`src/rtl/led_pkg.sv`:
```
// Shared definitions for the LED burst scheduler and the existing blinker:
// scheduler state encoding, default tick lengths and the index-width helper.
package led_pkg;

  typedef enum logic [1:0] {
    IDLE = 2'd0,
    ON   = 2'd1,
    OFF  = 2'd2,
    GAP  = 2'd3
  } led_sched_state_t;

  localparam int DEF_ON_TICKS  = 4;
  localparam int DEF_OFF_TICKS = 4;
  localparam int DEF_GAP_TICKS = 12;

  // Width of an index into n items; never narrower than one bit.
  function automatic int idx_w(input int n);
    if (n <= 1) begin
      return 1;
    end else begin
      return $clog2(n);
    end
  endfunction

endpackage

```
`src/rtl/led_phase_timer.sv`:
```
// Loadable down-counter for the scheduler's phase lengths. A load takes
// priority; otherwise the count decrements and then holds at zero.
// While the count is zero, expire is high.
module led_phase_timer #(
  parameter int TIMER_W = 16
) (
  input  logic               clk,
  input  logic               rst,
  input  logic               load,
  input  logic [TIMER_W-1:0] load_val,
  output logic [TIMER_W-1:0] count,
  output logic               expire
);

  logic [TIMER_W-1:0] cnt_q, cnt_d;

  // Next count: load, decrement, or hold at zero.
  always_comb begin
    cnt_d = cnt_q;
    if (load) begin
      cnt_d = load_val;
    end else if (cnt_q != '0) begin
      cnt_d = cnt_q - TIMER_W'(1);
    end else begin
      cnt_d = cnt_q;
    end
  end

  // Count register with synchronous reset.
  always_ff @(posedge clk) begin
    if (rst) begin
      cnt_q <= '0;
    end else begin
      cnt_q <= cnt_d;
    end
  end

  assign count  = cnt_q;
  assign expire = (cnt_q == '0);

endmodule

```
`src/rtl/led_burst_sched.sv`:
```
// Shares one status LED among NUM_REQ requesters. A winner is picked in
// IDLE. Its blink code is then played as N on/off pulses, followed by a gap
// and a one-cycle done pulse.
// Optional feature: define LED_BURST_SCHED_RR_EN for round-robin arbitration.
// Without it, arbitration is fixed priority (lowest index wins) and no
// pointer register exists.
module led_burst_sched
  import led_pkg::*;
#(
  parameter int NUM_REQ   = 4,
  parameter int CNT_W     = 4,
  parameter int TIMER_W   = 16,
  parameter int ON_TICKS  = DEF_ON_TICKS,
  parameter int OFF_TICKS = DEF_OFF_TICKS,
  parameter int GAP_TICKS = DEF_GAP_TICKS
) (
  input  logic                           clk,
  input  logic                           rst,
  input  logic [NUM_REQ-1:0]             req,
  input  logic [NUM_REQ*CNT_W-1:0]       req_cnt,
  output logic                           led,
  output logic                           busy,
  output logic [idx_w(NUM_REQ)-1:0]      grant_idx,
  output logic [NUM_REQ-1:0]             done
);

  localparam int IDX_W = idx_w(NUM_REQ);
  // Timer loads terminal count minus one so each phase lasts exactly *_TICKS.
  localparam logic [TIMER_W-1:0] ON_LOAD  = TIMER_W'(ON_TICKS - 1);
  localparam logic [TIMER_W-1:0] OFF_LOAD = TIMER_W'(OFF_TICKS - 1);
  localparam logic [TIMER_W-1:0] GAP_LOAD = TIMER_W'(GAP_TICKS - 1);

  led_sched_state_t   state_q, state_d;
  logic               led_q, led_d;
  logic               busy_q, busy_d;
  logic [IDX_W-1:0]   grant_q, grant_d;
  logic [NUM_REQ-1:0] done_q, done_d;
  logic [CNT_W-1:0]   rem_q, rem_d;

  logic               win_found_s;
  logic [IDX_W-1:0]   win_idx_s;
  logic [CNT_W-1:0]   win_cnt_s;
  logic               tmr_load_s;
  logic [TIMER_W-1:0] tmr_val_s;
  logic [TIMER_W-1:0] tmr_cnt_s;
  logic [TIMER_W-1:0] tmr_next_s;
  logic               tmr_exp_s;

`ifdef LED_BURST_SCHED_RR_EN
  logic [IDX_W-1:0]   ptr_q, ptr_d;
`endif

  led_phase_timer #(
    .TIMER_W (TIMER_W)
  ) u_timer (
    .clk      (clk),
    .rst      (rst),
    .load     (tmr_load_s),
    .load_val (tmr_val_s),
    .count    (tmr_cnt_s),
    .expire   (tmr_exp_s)
  );

  // Arbitration: choose the winning requester among the current req bits.
  always_comb begin
    win_found_s = 1'b0;
    win_idx_s   = '0;
`ifdef LED_BURST_SCHED_RR_EN
    // Round-robin: the search starts at the pointer and wraps around.
    for (int k = 0; k < NUM_REQ; k++) begin
      if (!win_found_s && req[(int'(ptr_q) + k) % NUM_REQ]) begin
        win_found_s = 1'b1;
        win_idx_s   = IDX_W'((int'(ptr_q) + k) % NUM_REQ);
      end else begin
        win_found_s = win_found_s;
      end
    end
`else
    // Fixed priority: scan from high to low so the lowest index wins.
    for (int i = NUM_REQ - 1; i >= 0; i--) begin
      if (req[i]) begin
        win_found_s = 1'b1;
        win_idx_s   = IDX_W'(i);
      end else begin
        win_found_s = win_found_s;
      end
    end
`endif
    win_cnt_s = req_cnt[int'(win_idx_s)*CNT_W +: CNT_W];
  end

  // Next-state logic: phase sequencing, timer loads and output values.
  always_comb begin
    state_d    = state_q;
    rem_d      = rem_q;
    grant_d    = grant_q;
    tmr_load_s = 1'b0;
    tmr_val_s  = '0;
    done_d     = '0;
`ifdef LED_BURST_SCHED_RR_EN
    ptr_d      = ptr_q;
`endif
    case (state_q)
      IDLE: begin
        if (win_found_s) begin
          grant_d    = win_idx_s;
          rem_d      = win_cnt_s;
          tmr_load_s = 1'b1;
`ifdef LED_BURST_SCHED_RR_EN
          if (int'(win_idx_s) == NUM_REQ - 1) begin
            ptr_d = '0;
          end else begin
            ptr_d = win_idx_s + IDX_W'(1);
          end
`endif
          if (win_cnt_s == '0) begin
            state_d   = GAP;
            tmr_val_s = GAP_LOAD;
          end else begin
            state_d   = ON;
            tmr_val_s = ON_LOAD;
          end
        end else begin
          state_d = IDLE;
        end
      end
      ON: begin
        if (tmr_exp_s) begin
          rem_d      = rem_q - CNT_W'(1);
          tmr_load_s = 1'b1;
          if (rem_q != CNT_W'(1)) begin
            state_d   = OFF;
            tmr_val_s = OFF_LOAD;
          end else begin
            state_d   = GAP;
            tmr_val_s = GAP_LOAD;
          end
        end else begin
          state_d = ON;
        end
      end
      OFF: begin
        if (tmr_exp_s) begin
          state_d    = ON;
          tmr_load_s = 1'b1;
          tmr_val_s  = ON_LOAD;
        end else begin
          state_d = OFF;
        end
      end
      GAP: begin
        if (tmr_exp_s) begin
          state_d = IDLE;
        end else begin
          state_d = GAP;
        end
      end
      default: begin
        state_d = IDLE;
      end
    endcase

    // Timer value in the coming cycle. done is registered, so it is raised
    // one edge early: when the next cycle is GAP with the timer at zero.
    if (tmr_load_s) begin
      tmr_next_s = tmr_val_s;
    end else if (tmr_cnt_s != '0) begin
      tmr_next_s = tmr_cnt_s - TIMER_W'(1);
    end else begin
      tmr_next_s = tmr_cnt_s;
    end
    if ((state_d == GAP) && (tmr_next_s == '0)) begin
      done_d[grant_d] = 1'b1;
    end else begin
      done_d = '0;
    end

    led_d  = (state_d == ON);
    busy_d = (state_d != IDLE);
  end

  // State and registered outputs; reset aborts any code in flight.
  always_ff @(posedge clk) begin
    if (rst) begin
      state_q <= IDLE;
      led_q   <= 1'b0;
      busy_q  <= 1'b0;
      grant_q <= '0;
      done_q  <= '0;
      rem_q   <= '0;
`ifdef LED_BURST_SCHED_RR_EN
      ptr_q   <= '0;
`endif
    end else begin
      state_q <= state_d;
      led_q   <= led_d;
      busy_q  <= busy_d;
      grant_q <= grant_d;
      done_q  <= done_d;
      rem_q   <= rem_d;
`ifdef LED_BURST_SCHED_RR_EN
      ptr_q   <= ptr_d;
`endif
    end
  end

  assign led       = led_q;
  assign busy      = busy_q;
  assign grant_idx = grant_q;
  assign done      = done_q;

endmodule

```
`config.mk`:
```
export PLATFORM = sky130hd
export DESIGN_NAME = led_burst_sched
export DESIGN_NICKNAME = d
export VERILOG_FILES = /design/src/rtl/led_pkg.sv /design/src/rtl/led_phase_timer.sv /design/src/rtl/led_burst_sched.sv
export SDC_FILE = /design/constraint.sdc
export NUM_CORES = 1
export LEC_CHECK = 0
export CORE_AREA = 2 2 71 73
export CTS_CLUSTER_DIAMETER = 150
export DETAILED_ROUTE_END_ITERATION = 16
export DIE_AREA = 0 0 73 75
export GPL_TIMING_DRIVEN = 0
export PLACE_DENSITY = 0.67
export SYNTH_ARGS = -nofsm -noshare
export SYNTH_HDL_FRONTEND = slang
export SYNTH_SLANG_ARGS = --single-unit
```
`constraint.sdc`:
```
create_clock -name clk -period 4.9 [get_ports clk]
set_clock_uncertainty 0.1 [all_clocks]
set_input_delay 0.98 -clock clk [delete_from_list [all_inputs] [get_ports clk]]
set_output_delay 0.98 -clock clk [all_outputs]
set_load 0.005 [all_outputs]
```
==> results.py, run 1 <==
metrics = {
    "sta": {
        "hold_viol": 0,
        "final-setup-viol-count": 0,
        "max-slew-margin-rel_pct": 38.89,
        "final_max_slew_viol_count": 0,
        "fmaxAchievable_mhz": 286.5,
        "tightest_slew_ns": 0.9083,
        "min_period_over_period_pct": 71.23,
        "rsz0062_at_grt": "no",
        "fin_setup_tns_ns": 0,
        "post-route-min-period_ns": 3.490,
    },
    "yosys": {
        "syn_area_um2": 2064,
        "mappedNetlistNets": 287,
        "average_cell_area_after_synthesis_um2": 8.002,
        "synth.top_cell.area_share_pct": 29.09,
        "yosys_register_bits": 30,
        "yosys-mux-area-fraction_pct": 3.152,
        "parity_gate_share_of_the_synthesized_area_counting_xor_and_xnor_cells_pct": 2.121,
        "synthAdderAreaFrac_pct": 4.242,
        "synth_simple_gate_area_share_pct": 33.45,
        "synth_cells": 258,
        "yosys_warnings": 0,
        "ys_dominant_reg_cell": "sky130_fd_sc_hd__dfxtp_1",
        "complex_gate_fraction_of_the_synthesized_area_pct": 21.82,
        "ys_seq_area_share_pct": 29.09,
        "ys_async_sr_fraction_pct": 0,
        "count_of_flip_flops_with_a_built_in_enable_after_synthesis": 0,
        "post-synth-top-area-cell": "sky130_fd_sc_hd__dfxtp_1",
        "ys_types": 64,
        "main_combinational_cell_family_by_area_after_synthesis": "simple AND/OR/NAND/NOR gates",
        "synth.area.top_cells": "sky130_fd_sc_hd__dfxtp_1, sky130_fd_sc_hd__nor2_1, sky130_fd_sc_hd__ha_1",
    },
    "clock_tree": {
        "cts.sinks": 30,
        "clock_tree.buffer_depth": 2,
        "cts.repair_timing.setup_buffer_count": 0,
        "worstSkewPairLatency_ns": 0.29,
        "cts_hold_buf": 0,
        "clk_pin_slew_ns": 0.07,
        "cts_tree": "done",
        "number_of_instances_resized_during_post_cts_repair": 0,
        "cts-buffers-inserted": 5,
        "maximum_level_of_the_cts_h_tree": 2,
        "ctsRootBufferMaster": "sky130_fd_sc_hd__clkbuf_8",
    },
    "global_route": {
        "grt_antenna_before_repair": 0,
        "groute.usage.overall_pct": 19.37,
        "grt_start_max_net_pins": 11,
        "grt_pass1_vias": 1826,
        "overflow": 0,
        "global_route_wire_length_before_repair_um": 8342,
    },
    "layout": {
        "layout.nets": 322,
        "num-fill-cells": 446,
        "synthToLayoutAreaGrowth_pct": 21.45,
        "final-instance-count-excl-fill": 348,
        "antenna-diode-count": 0,
        "post_route_cells_drive_above_1_share_pct": 13.95,
    },
    "flow_run": {
        "max_cap_viol_count": 0,
    },
    "critical_path": {
        "cpPeakStageDelay_ns": 0.67,
        "timing.setup.critical_path_class": "input pin to register",
        "crit_fanout": 10,
        "crit_arrival_ns": 3.54,
        "type_of_origin_of_the_critical_path": "input pin",
        "r2r_start": "u_timer.count[0]",
        "cp_data_required_time_ns": 4.95,
        "timing.reg2reg.worst_path_depth": 9,
        "cp_slowest_cell": "sky130_fd_sc_hd__nor3b_1",
        "crit-reg2reg-capture": "done[0]",
        "reg2reg_setup_slack_ns": 1.59,
        "worstSetupEndpointType": "register",
        "path_common_cell": "sky130_fd_sc_hd__nor4_1",
        "startpoint": "req[0]",
        "path_cells": "clkdlybuf4s50_1 > clkbuf_1 > nor4_1 > nor3b_1 > a21oi_2 > or4_4 > nand4_1 > nor4_1",
    },
    "placement": {
        "port-buffer-count": 28,
        "place.detailed.instances": 340,
        "hpwl_after_detailed_placement_um": 3755,
        "gp_congestion": 0.8685,
    },
    "drt": {
        "route.detailed.wl_per_inst_um": 14.10,
        "routed-via-count": 1979,
        "firstDrtPassIters": 4,
        "route.final.wire_length_um": 4908,
        "drt_first_iter_violations": 133,
        "number_of_vias_per_cell": 5.687,
        "remaining_drc_errors": 0,
        "antenna_left": 0,
    },
    "floorplan": {
        "die_x_um": 73,
        "die_area_um2": 5475,
        "floorplan.core_area_um2": 4661,
        "rows": 25,
        "die_height_um": 75,
        "initial_core_util_pct": 44.30,
        "design.portCount": 30,
    },
    "worst_hold_path": {
        "worst_hold_path.num_cells": 2,
        "hold_path_class": "register to register",
        "min-delay-start": "rem_q[1]",
        "hold-path-endpoint": "rem_q[1]",
    },
    "status": {
        "outcome": "complete, no violations",
    },
    "power": {
        "leakage_nw": 0.9535,
        "worst_ir_drop_vdd_mv": 0.2930,
        "powerDensity_nw_per_um2": 719.7,
    },
}
-- state kept, by name, indices dropped and copies added (netlist names) --
name           cells
busy               1
grant_idx          2
state_q            2
led                1
done               4
u_timer.count     16
rem_q              4
-- routing by layer --
layer  routed length, um  share of wire (%)  vias to the layer above  GRT usage, %
met1                2419                 49                      889         26.51
met5                   0                  0                        -             0
met2                2243                 46                       50         30.63
li1                    -                  -                     1038             -
met4                  25               0.51                        0         5.556
met3                 219                4.5                        2         4.418
-- through the flow --
| stage | hold slack [ns] | setup slack, ns | area (um2) | power (W) | utilization (%) |
|---|---|---|---|---|---|
| 4_1_cts | 0.4410 | 1.431 | 2507 | 0.001799 | 53.80 |
| 3_3_place_gp | 0.4216 | 1.148 | 2412 | 0.001571 | 51.76 |
| 3_5_place_dp | 0.4316 | 1.144 | 2412 | 0.001578 | 51.76 |
| 5_1_grt | 0.4877 | 1.197 | 2507 | 0.001962 | 53.80 |
| 2_1_floorplan | 0.3969 | 1.784 | 2064 | 0.001305 | - |
| 6_report | 0.4349 | 1.410 | 2507 | 0.001805 | 53.80 |
-- placed cells by master, fill, tap and decap left out, types with 3 or more instances in the layout --
cell type and n:
sky130_fd_sc_hd__o31ai_1 3, sky130_fd_sc_hd__nor2_1 28, sky130_fd_sc_hd__inv_1 14, sky130_fd_sc_hd__or4_1 5, sky130_fd_sc_hd__nand3_1 5, sky130_fd_sc_hd__xnor2_1 3
sky130_fd_sc_hd__ha_1 7, sky130_fd_sc_hd__o211ai_1 3, sky130_fd_sc_hd__buf_2 3, sky130_fd_sc_hd__clkbuf_8 6, sky130_fd_sc_hd__clkdlybuf4s50_1 28, sky130_fd_sc_hd__nand4_1 6
sky130_fd_sc_hd__or2_2 3, sky130_fd_sc_hd__nand2b_1 7, sky130_fd_sc_hd__nor3b_1 3, sky130_fd_sc_hd__o21ai_0 16, sky130_fd_sc_hd__mux2i_1 4, sky130_fd_sc_hd__nor4_1 12
sky130_fd_sc_hd__nand2_1 16, sky130_fd_sc_hd__dfxtp_1 30, sky130_fd_sc_hd__a31oi_1 3, sky130_fd_sc_hd__a21oi_1 13, sky130_fd_sc_hd__clkbuf_1 6, sky130_fd_sc_hd__nor3_1 8
-- power breakdown --
part | switching (W) | internal [W] | total (W)
Sequential | 0.0000824 | 0.000319 | 0.000402
Combinational | 0.000686 | 0.000504 | 0.00119
Clock | 0.0000998 | 0.000113 | 0.000213
-- worst max-delay path by stage --
stage               to  slack (ns)  cells after the start
2_1_floorplan  done[0]        1.78                      7
3_3_place_gp   done[2]        1.15                      8
3_5_place_dp   done[0]        1.14                      8
4_1_cts        done[0]        1.43                      8
5_1_grt        done[0]        1.20                      8
6_report       done[0]        1.41                      8
-- area by class of cell --
cell class | instances | area, um2 | area share, %
multi-input combinational | 201 | 1338 | 53.34
buffer | 13 | 73.82 | 2.944
sequential | 30 | 600.6 | 23.95
tap | 54 | 67.56 | 2.695
clock inverter | 2 | 12.51 | 0.4990
clock buffer | 6 | 82.58 | 3.293
inverter | 14 | 52.55 | 2.096
timing repair buffer | 28 | 280.3 | 11.18
-- Yosys cell counts, types with 2 or more instances --
library cell / count
sky130_fd_sc_hd__mux2i_1: 4
sky130_fd_sc_hd__nor3b_1: 3
sky130_fd_sc_hd__nand2_1: 16
sky130_fd_sc_hd__nor2_1: 28
sky130_fd_sc_hd__nand3_1: 5
sky130_fd_sc_hd__o21a_1: 2
sky130_fd_sc_hd__a22o_2: 2
sky130_fd_sc_hd__o41ai_1: 2
sky130_fd_sc_hd__nor4_1: 12
sky130_fd_sc_hd__o211ai_1: 3
sky130_fd_sc_hd__or4b_2: 2
sky130_fd_sc_hd__o21bai_1: 2
sky130_fd_sc_hd__or3_2: 2
sky130_fd_sc_hd__or4_2: 2
sky130_fd_sc_hd__or3b_2: 2
sky130_fd_sc_hd__nand2b_1: 7
sky130_fd_sc_hd__a22o_1: 2
sky130_fd_sc_hd__a211oi_1: 2
sky130_fd_sc_hd__a31oi_1: 3
sky130_fd_sc_hd__or3_1: 2
sky130_fd_sc_hd__a21boi_0: 2
sky130_fd_sc_hd__buf_6: 2
sky130_fd_sc_hd__or4b_1: 2
sky130_fd_sc_hd__a21oi_1: 13
sky130_fd_sc_hd__xor2_1: 2
sky130_fd_sc_hd__a21oi_2: 2
sky130_fd_sc_hd__dfxtp_1: 30
sky130_fd_sc_hd__or4_4: 2
sky130_fd_sc_hd__or4_1: 5
sky130_fd_sc_hd__nand4_1: 6
sky130_fd_sc_hd__inv_1: 14
sky130_fd_sc_hd__o31ai_1: 3
sky130_fd_sc_hd__or2_2: 3
sky130_fd_sc_hd__o221a_2: 2
sky130_fd_sc_hd__ha_1: 7
sky130_fd_sc_hd__buf_2: 3
sky130_fd_sc_hd__o21ai_0: 16
sky130_fd_sc_hd__xnor2_1: 3
sky130_fd_sc_hd__clkbuf_1: 6
sky130_fd_sc_hd__nor3_1: 8
-- cells by family after synthesis --
| group | count (synthesis) |
|---|---|
| xor gates and xnor gates | 5 |
| adders and majority gates | 7 |
| AOI/OAI and AO/OA | 66 |
| muxes | 6 |
| DFF | 30 |
| buffers and inverters | 27 |
| and+or+nand+nor | 117 |
-- critical path, delay by kind of cell --
family / cells / cell delay (ns)
AND/OR/NAND/NOR: 5 / 1.58
AO/OA/AOI/OAI: 1 / 0.15
buffers and inverters: 2 / 0.83
Note: power is estimated with default switching activity, not from simulation.
==> run 2: changes to the inputs <==
--- a/config.mk
+++ b/config.mk
@@ -10,7 +10,7 @@
 export DETAILED_ROUTE_END_ITERATION = 16
 export DIE_AREA = 0 0 73 75
 export GPL_TIMING_DRIVEN = 0
-export PLACE_DENSITY = 0.67
+export PLACE_DENSITY = 0.69
 export SYNTH_ARGS = -nofsm -noshare
 export SYNTH_HDL_FRONTEND = slang
 export SYNTH_SLANG_ARGS = --single-unit
==> constraint.sdc (replaced) <==
create_clock -name clk -period 2.85 [get_ports clk]
set_clock_uncertainty 0.1 [all_clocks]
set_input_delay 0.57 -clock clk [delete_from_list [all_inputs] [get_ports clk]]
set_output_delay 0.57 -clock clk [all_outputs]
set_load 0.005 [all_outputs]
==> run 2 against run 1 <==
Net effect:
- first-iteration DRC count increased by 23%
- clock power increased to 2.5 times the previous value
- routed wire length increased by 5.5%
- register-to-register slack got worse by 1.5 ns
- setup slack got worse by 1.3 ns
- die area unchanged
- sequential cell count unchanged
- via count increased by 3.9%
- highest routed layer unchanged
==> results.py, run 2 (synthesis results as in run 1) <==
metrics = {
    "status": {
        "outcome": "complete, no violations",
    },
    "sta": {
        "tightest_slew_ns": 0.8656,
        "max-slew-margin-rel_pct": 41.76,
        "timing.hold.ws_ns": 0.4398,
        "fmaxAchievable_mhz": 362.7,
        "min_period_over_period_pct": 96.75,
        "hold_viol": 0,
        "rsz0062_at_grt": "no",
        "final.setup.worst_slack_ns": 0.09255,
        "final-setup-viol-count": 0,
        "post-route-min-period_ns": 2.757,
        "final_max_slew_viol_count": 0,
    },
    "drt": {
        "antenna_left": 0,
        "routed-via-count": 2057,
        "route.detailed.wl_per_inst_um": 14.59,
        "firstDrtPassIters": 5,
        "number_of_vias_per_cell": 5.794,
        "drt_first_iter_violations": 163,
        "route.final.wire_length_um": 5179,
        "remaining_drc_errors": 0,
    },
    "layout": {
        "num-fill-cells": 410,
        "mostFrequentLayoutCell": "sky130_fd_sc_hd__dfxtp_1",
        "antenna-diode-count": 0,
        "synthToLayoutAreaGrowth_pct": 33.09,
        "utilization_after_layout_pct": 58.95,
        "layout.nets": 329,
        "most-common-layout-cells": "sky130_fd_sc_hd__dfxtp_1, sky130_fd_sc_hd__nor2_1, sky130_fd_sc_hd__clkdlybuf4s50_1",
        "largest_register_ffs": 16,
        "stdcell_area_um2": 2748,
        "post_route_cells_drive_above_1_share_pct": 20.93,
        "multiInputGateArea_um2": 1464,
        "ff_latch_area_um2": 600.6,
    },
    "worst_hold_path": {
        "hold_path_class": "register to register",
    },
    "critical_path": {
        "crit_fanout": 5,
        "crit_arrival_ns": 2.82,
        "cp_slowest_cell": "sky130_fd_sc_hd__or4b_2",
        "cp_data_required_time_ns": 2.91,
        "cpPeakStageDelay_ns": 0.61,
        "type_of_origin_of_the_critical_path": "input pin",
        "timing.critical_path.buf_inv": 1,
        "cell_family_with_most_cp_delay": "simple AND/OR/NAND/NOR gates",
        "worstSetupEndpointType": "register",
        "path_cells": "clkdlybuf4s50_1 > or4b_2 > o221a_2 > a22o_2 > or4_4 > nand4_1 > nor4_2",
        "timing.setup.critical_path_class": "input pin to register",
    },
    "clock_tree": {
        "clock_tree.buffer_depth": 2,
        "maximum_level_of_the_cts_h_tree": 2,
        "cts-buffers-inserted": 5,
        "cts.sinks": 30,
        "ctsRootBufferMaster": "sky130_fd_sc_hd__clkbuf_8",
        "cts_hold_buf": 0,
        "cts_tree": "done",
        "worstSkewPairLatency_ns": 0.28,
        "clk_pin_slew_ns": 0.07,
    },
    "floorplan": {
        "initial_core_util_pct": 44.30,
        "design.portCount": 30,
        "die_x_um": 73,
        "floorplan.core_area_um2": 4661,
        "rows": 25,
        "die_area_um2": 5475,
        "die_height_um": 75,
    },
    "placement": {
        "port-buffer-count": 28,
        "dp_worst_setup_slack_ns": -0.5105,
        "hpwl_after_detailed_placement_um": 3734,
        "gp_congestion": 0.8720,
        "dpl-instance-area_um2": 2412,
    },
    "global_route": {
        "overflow": 0,
        "grt_start_max_net_pins": 11,
        "groute.usage.overall_pct": 20.24,
        "grt_antenna_before_repair": 0,
        "grt_pass1_vias": 1890,
        "global_route_wire_length_before_repair_um": 8728,
    },
    "power": {
        "worst_ir_drop_vdd_mv": 0.7026,
        "powerDensity_nw_per_um2": 1341,
        "leakage_nw": 1.065,
        "fin_total_pwr_w": 0.003686,
    },
    "flow_run": {
        "max_cap_viol_count": 0,
    },
}
[run 2: cell count changes in the layout (fill, tap and decap cells not counted), sizes merged]
cell | previous run | this run
clkdlybuf4s50 | 28 | 25
bufinv | 0 | 2
dlymetal6s2s | 0 | 3
clkbuf | 13 | 12
buf | 5 | 13
clkinv | 1 | 0
clkinvlp | 1 | 0
[run 2: repair_timing]
action,CTS,global route
resized for setup,7,26
endpoints found under the setup margin,19,17
pin swaps,6,5
gates cloned,0,0
setup buffers,4,3
[run 2: final timing paths]
check,start,end,slack [ns],depth (start not counted)
setup reg to reg,u_timer.count[0],done[2],0.13,12
hold reg to reg,rem_q[1],rem_q[1],0.44,2
setup / recovery,req_cnt[13],done[2],0.09,7
hold / removal,rem_q[1],rem_q[1],0.44,2
[run 2: cell type report]
cell class,instances,area share [%]
buffer,13,2.914
clock buffer,6,3.005
clock inverter,2,2.186
inverter,14,1.913
multi-input combinational,201,53.28
sequential,30,21.86
tap,54,2.459
timing repair buffer,35,12.39
[run 2: report_power, final]
part	switching, W	total (W)	internal (W)
sequential	0.000145	0.000694	0.000549
clock	0.000166	0.000539	0.000373
combinational	0.00138	0.00245	0.00108
[run 2: tightest hold or removal path, stage by stage, from the launching register on]
cell,delay (ns)
sky130_fd_sc_hd__dfxtp_1,0.34
sky130_fd_sc_hd__nor2_1,0.11
sky130_fd_sc_hd__a211oi_1,0.05
[run 2: per-stage QoR]
step                setup TNS, ns  std cells
floorplan                       0        258
global placement           -6.730        340
detailed placement         -6.952        340
CTS                             0        352
global route                    0        355
finish                          0        355
[run 2: layer usage]
metal | vias up | global-route usage, % | wire (um) | share of wire, %
li1 | 1052 | - | - | -
met1 | 944 | 27.91 | 2468 | 48
met2 | 56 | 32.23 | 2446 | 47
met3 | 5 | 4.150 | 215 | 4.2
met4 | 0 | 5.556 | 48 | 0.93
met5 | - | 0 | 0 | 0
==> run 3: changes to the inputs <==
--- a/config.mk
+++ b/config.mk
@@ -5,12 +5,14 @@
 export SDC_FILE = /design/constraint.sdc
 export NUM_CORES = 1
 export LEC_CHECK = 0
-export CORE_AREA = 2 2 71 73
+export CORE_AREA = 2 2 64 81
+export CTS_BUF_LIST = sky130_fd_sc_hd__clkbuf_4
 export CTS_CLUSTER_DIAMETER = 150
 export DETAILED_ROUTE_END_ITERATION = 16
-export DIE_AREA = 0 0 73 75
+export DIE_AREA = 0 0 66 83
 export GPL_TIMING_DRIVEN = 0
 export PLACE_DENSITY = 0.69
 export SYNTH_ARGS = -nofsm -noshare
 export SYNTH_HDL_FRONTEND = slang
 export SYNTH_SLANG_ARGS = --single-unit
+export TNS_END_PERCENT = 30
==> run 3 against run 2 <==
Net effect:
- sequential cell count did not move
- routed wire length rose by 1.3%
- largest cell class unchanged
- maximum frequency rose by 0.74%
- non-clock buffer count rose by 4
- hold slack barely moved
- first-iteration DRC count fell by 19%
- sequential power rose by 0.9%
- critical endpoint is now done[0]
- die area barely moved
- cell count rose by 2.8%
- combinational power barely moved
==> results.py, run 3 (synthesis results as in run 1) <==
metrics = {
    "critical_path": {
        "cp_data_required_time_ns": 2.97,
        "crit_fanout": 5,
        "worstSetupEndpointType": "register",
        "type_of_origin_of_the_critical_path": "input pin",
        "r2r_start": "u_timer.count[3]",
        "crit_arrival_ns": 2.86,
        "timing.reg2reg.worst_path_depth": 7,
        "reg2reg_setup_slack_ns": 0.13,
        "timing.setup.critical_path_class": "input pin to register",
        "crit-reg2reg-capture": "done[2]",
    },
    "drt": {
        "routed-via-count": 2081,
        "firstDrtPassIters": 4,
        "route.met3.wl_um": 185,
        "drt_first_iter_violations": 132,
        "route.detailed.wl_per_inst_um": 14.37,
        "number_of_vias_per_cell": 5.701,
        "topRoutingLayerUsed": "met4",
        "wl_met1_um": 2143,
        "remaining_drc_errors": 0,
        "antenna_left": 0,
        "route.final.wire_length_um": 5245,
        "met2RoutedLength_um": 2794,
    },
    "clock_tree": {
        "ctsRootBufferMaster": "sky130_fd_sc_hd__clkbuf_4",
        "clock_tree.buffer_depth": 2,
        "cts_tree": "done",
        "cts-buffers-inserted": 5,
        "worstSkewPairLatency_ns": 0.34,
        "cts.sinks": 30,
        "clk_pin_slew_ns": 0.10,
        "maximum_level_of_the_cts_h_tree": 2,
        "cts_hold_buf": 0,
    },
    "floorplan": {
        "rows": 28,
        "die_height_um": 83,
        "die_x_um": 66,
        "initial_core_util_pct": 43.98,
        "floorplan.core_area_um2": 4695,
        "die_area_um2": 5478,
        "design.portCount": 30,
    },
    "global_route": {
        "groute.usage.overall_pct": 20.15,
        "global_route_wire_length_before_repair_um": 8797,
        "grt_pass1_vias": 1987,
        "grt_antenna_before_repair": 0,
        "grt_start_max_net_pins": 11,
        "overflow": 0,
    },
    "layout": {
        "multiInputGateArea_um2": 1444,
        "layout.nets": 333,
        "num-fill-cells": 462,
        "antenna-diode-count": 0,
        "mostFrequentLayoutCell": "sky130_fd_sc_hd__nor2_1",
        "ff_latch_area_um2": 609.3,
        "most-common-layout-cells": "sky130_fd_sc_hd__nor2_1, sky130_fd_sc_hd__dfxtp_1, sky130_fd_sc_hd__clkdlybuf4s50_1",
        "synthToLayoutAreaGrowth_pct": 32.36,
        "utilization_after_layout_pct": 58.21,
        "largest_register_ffs": 16,
        "stdcell_area_um2": 2733,
        "post_route_cells_drive_above_1_share_pct": 23.61,
    },
    "placement": {
        "dpl-instance-area_um2": 2420,
        "hpwl_after_detailed_placement_um": 3927,
        "gp_congestion": 0.8693,
        "port-buffer-count": 28,
    },
    "worst_hold_path": {
        "hold_path_class": "register to register",
        "worst_hold_path.num_cells": 2,
        "hold-path-endpoint": "rem_q[1]",
        "min-delay-start": "rem_q[1]",
    },
    "power": {
        "seq_power_share_pct": 19.6,
        "share_comb_of_total_power_pct": 68.2,
        "switching_power_w": 0.001621,
        "clkPwrFrac_pct": 12.2,
        "fin_total_pwr_w": 0.003566,
        "worst_ir_drop_vdd_mv": 0.4880,
        "leakage_nw": 1.067,
        "power.share.switching_pct": 45.46,
        "powerDensity_nw_per_um2": 1305,
        "p_int_w": 0.001945,
    },
    "sta": {
        "post-route-min-period_ns": 2.737,
        "final-setup-viol-count": 0,
        "tightest_slew_ns": 0.6155,
        "min_period_over_period_pct": 96.05,
        "fmaxAchievable_mhz": 365.3,
        "max-slew-margin-rel_pct": 58.63,
        "timing.hold.ws_ns": 0.4402,
        "final_max_slew_viol_count": 0,
        "hold_viol": 0,
        "rsz0062_at_grt": "no",
    },
    "flow_run": {
        "max_cap_viol_count": 0,
    },
    "status": {
        "outcome": "complete, no violations",
    },
}
-- run 3: worst max path at each step --
stage / from / end / cells past startpoint
detailed placement: req[0] / done[1] / 8
global route: u_timer.count[3] / done[0] / 7
global placement: req[0] / done[0] / 8
finish: req_cnt[13] / done[0] / 7
floorplan: req[3] / done[0] / 7
CTS: req[1] / done[1] / 7
-- run 3: per-layer routing --
metal  GRT usage (%)  vias up
li1                -     1061
met1           22.43      962
met2           36.18       46
met3           4.065       12
met4           8.349        0
met5               0        -
-- run 3: critical path, stage by stage --
cell and delay (ns):
sky130_fd_sc_hd__clkdlybuf4s50_1 0.39, sky130_fd_sc_hd__or4b_2 0.60, sky130_fd_sc_hd__o221a_2 0.27, sky130_fd_sc_hd__a22o_2 0.26, sky130_fd_sc_hd__or4_4 0.58, sky130_fd_sc_hd__nand4_1 0.13
sky130_fd_sc_hd__nor4_2 0.05
-- run 3: power groups by stage --
stage	Combinational [W]	Clock (W)	Sequential (W)
2_1_floorplan	0.00158	0	0.000662
3_3_place_gp	0.00201	0	0.000690
3_5_place_dp	0.00202	0	0.000692
4_1_cts	0.00221	0.000438	0.000687
5_1_grt	0.00267	0.000468	0.000723
6_report	0.00243	0.000435	0.000700
-- run 3: cell type report --
class                      instances  share of cell area, %
sequential                        30                  22.30
buffer                            12                  2.656
clock buffer                       5                  1.374
timing repair buffer              40                  13.83
tap                               60                  2.747
clock inverter                     3                  2.335
inverter                          14                  1.923
multi-input combinational        201                  52.84
-- run 3: timing repair --
item,in CTS,in global routing
gates resized for setup,10,27
endpoints found under the setup margin,18,5
buffers inserted,6,6
pin swaps,4,9
-- run 3: metrics by stage --
step                std cells  TNS, ns  setup WS (ns)
floorplan                 258        0         0.1436
global placement          346   -6.735        -0.5202
detailed placement        346   -7.038        -0.5368
CTS                       360        0        0.03043
global route              365        0       0.004268
finish                    365        0         0.1127
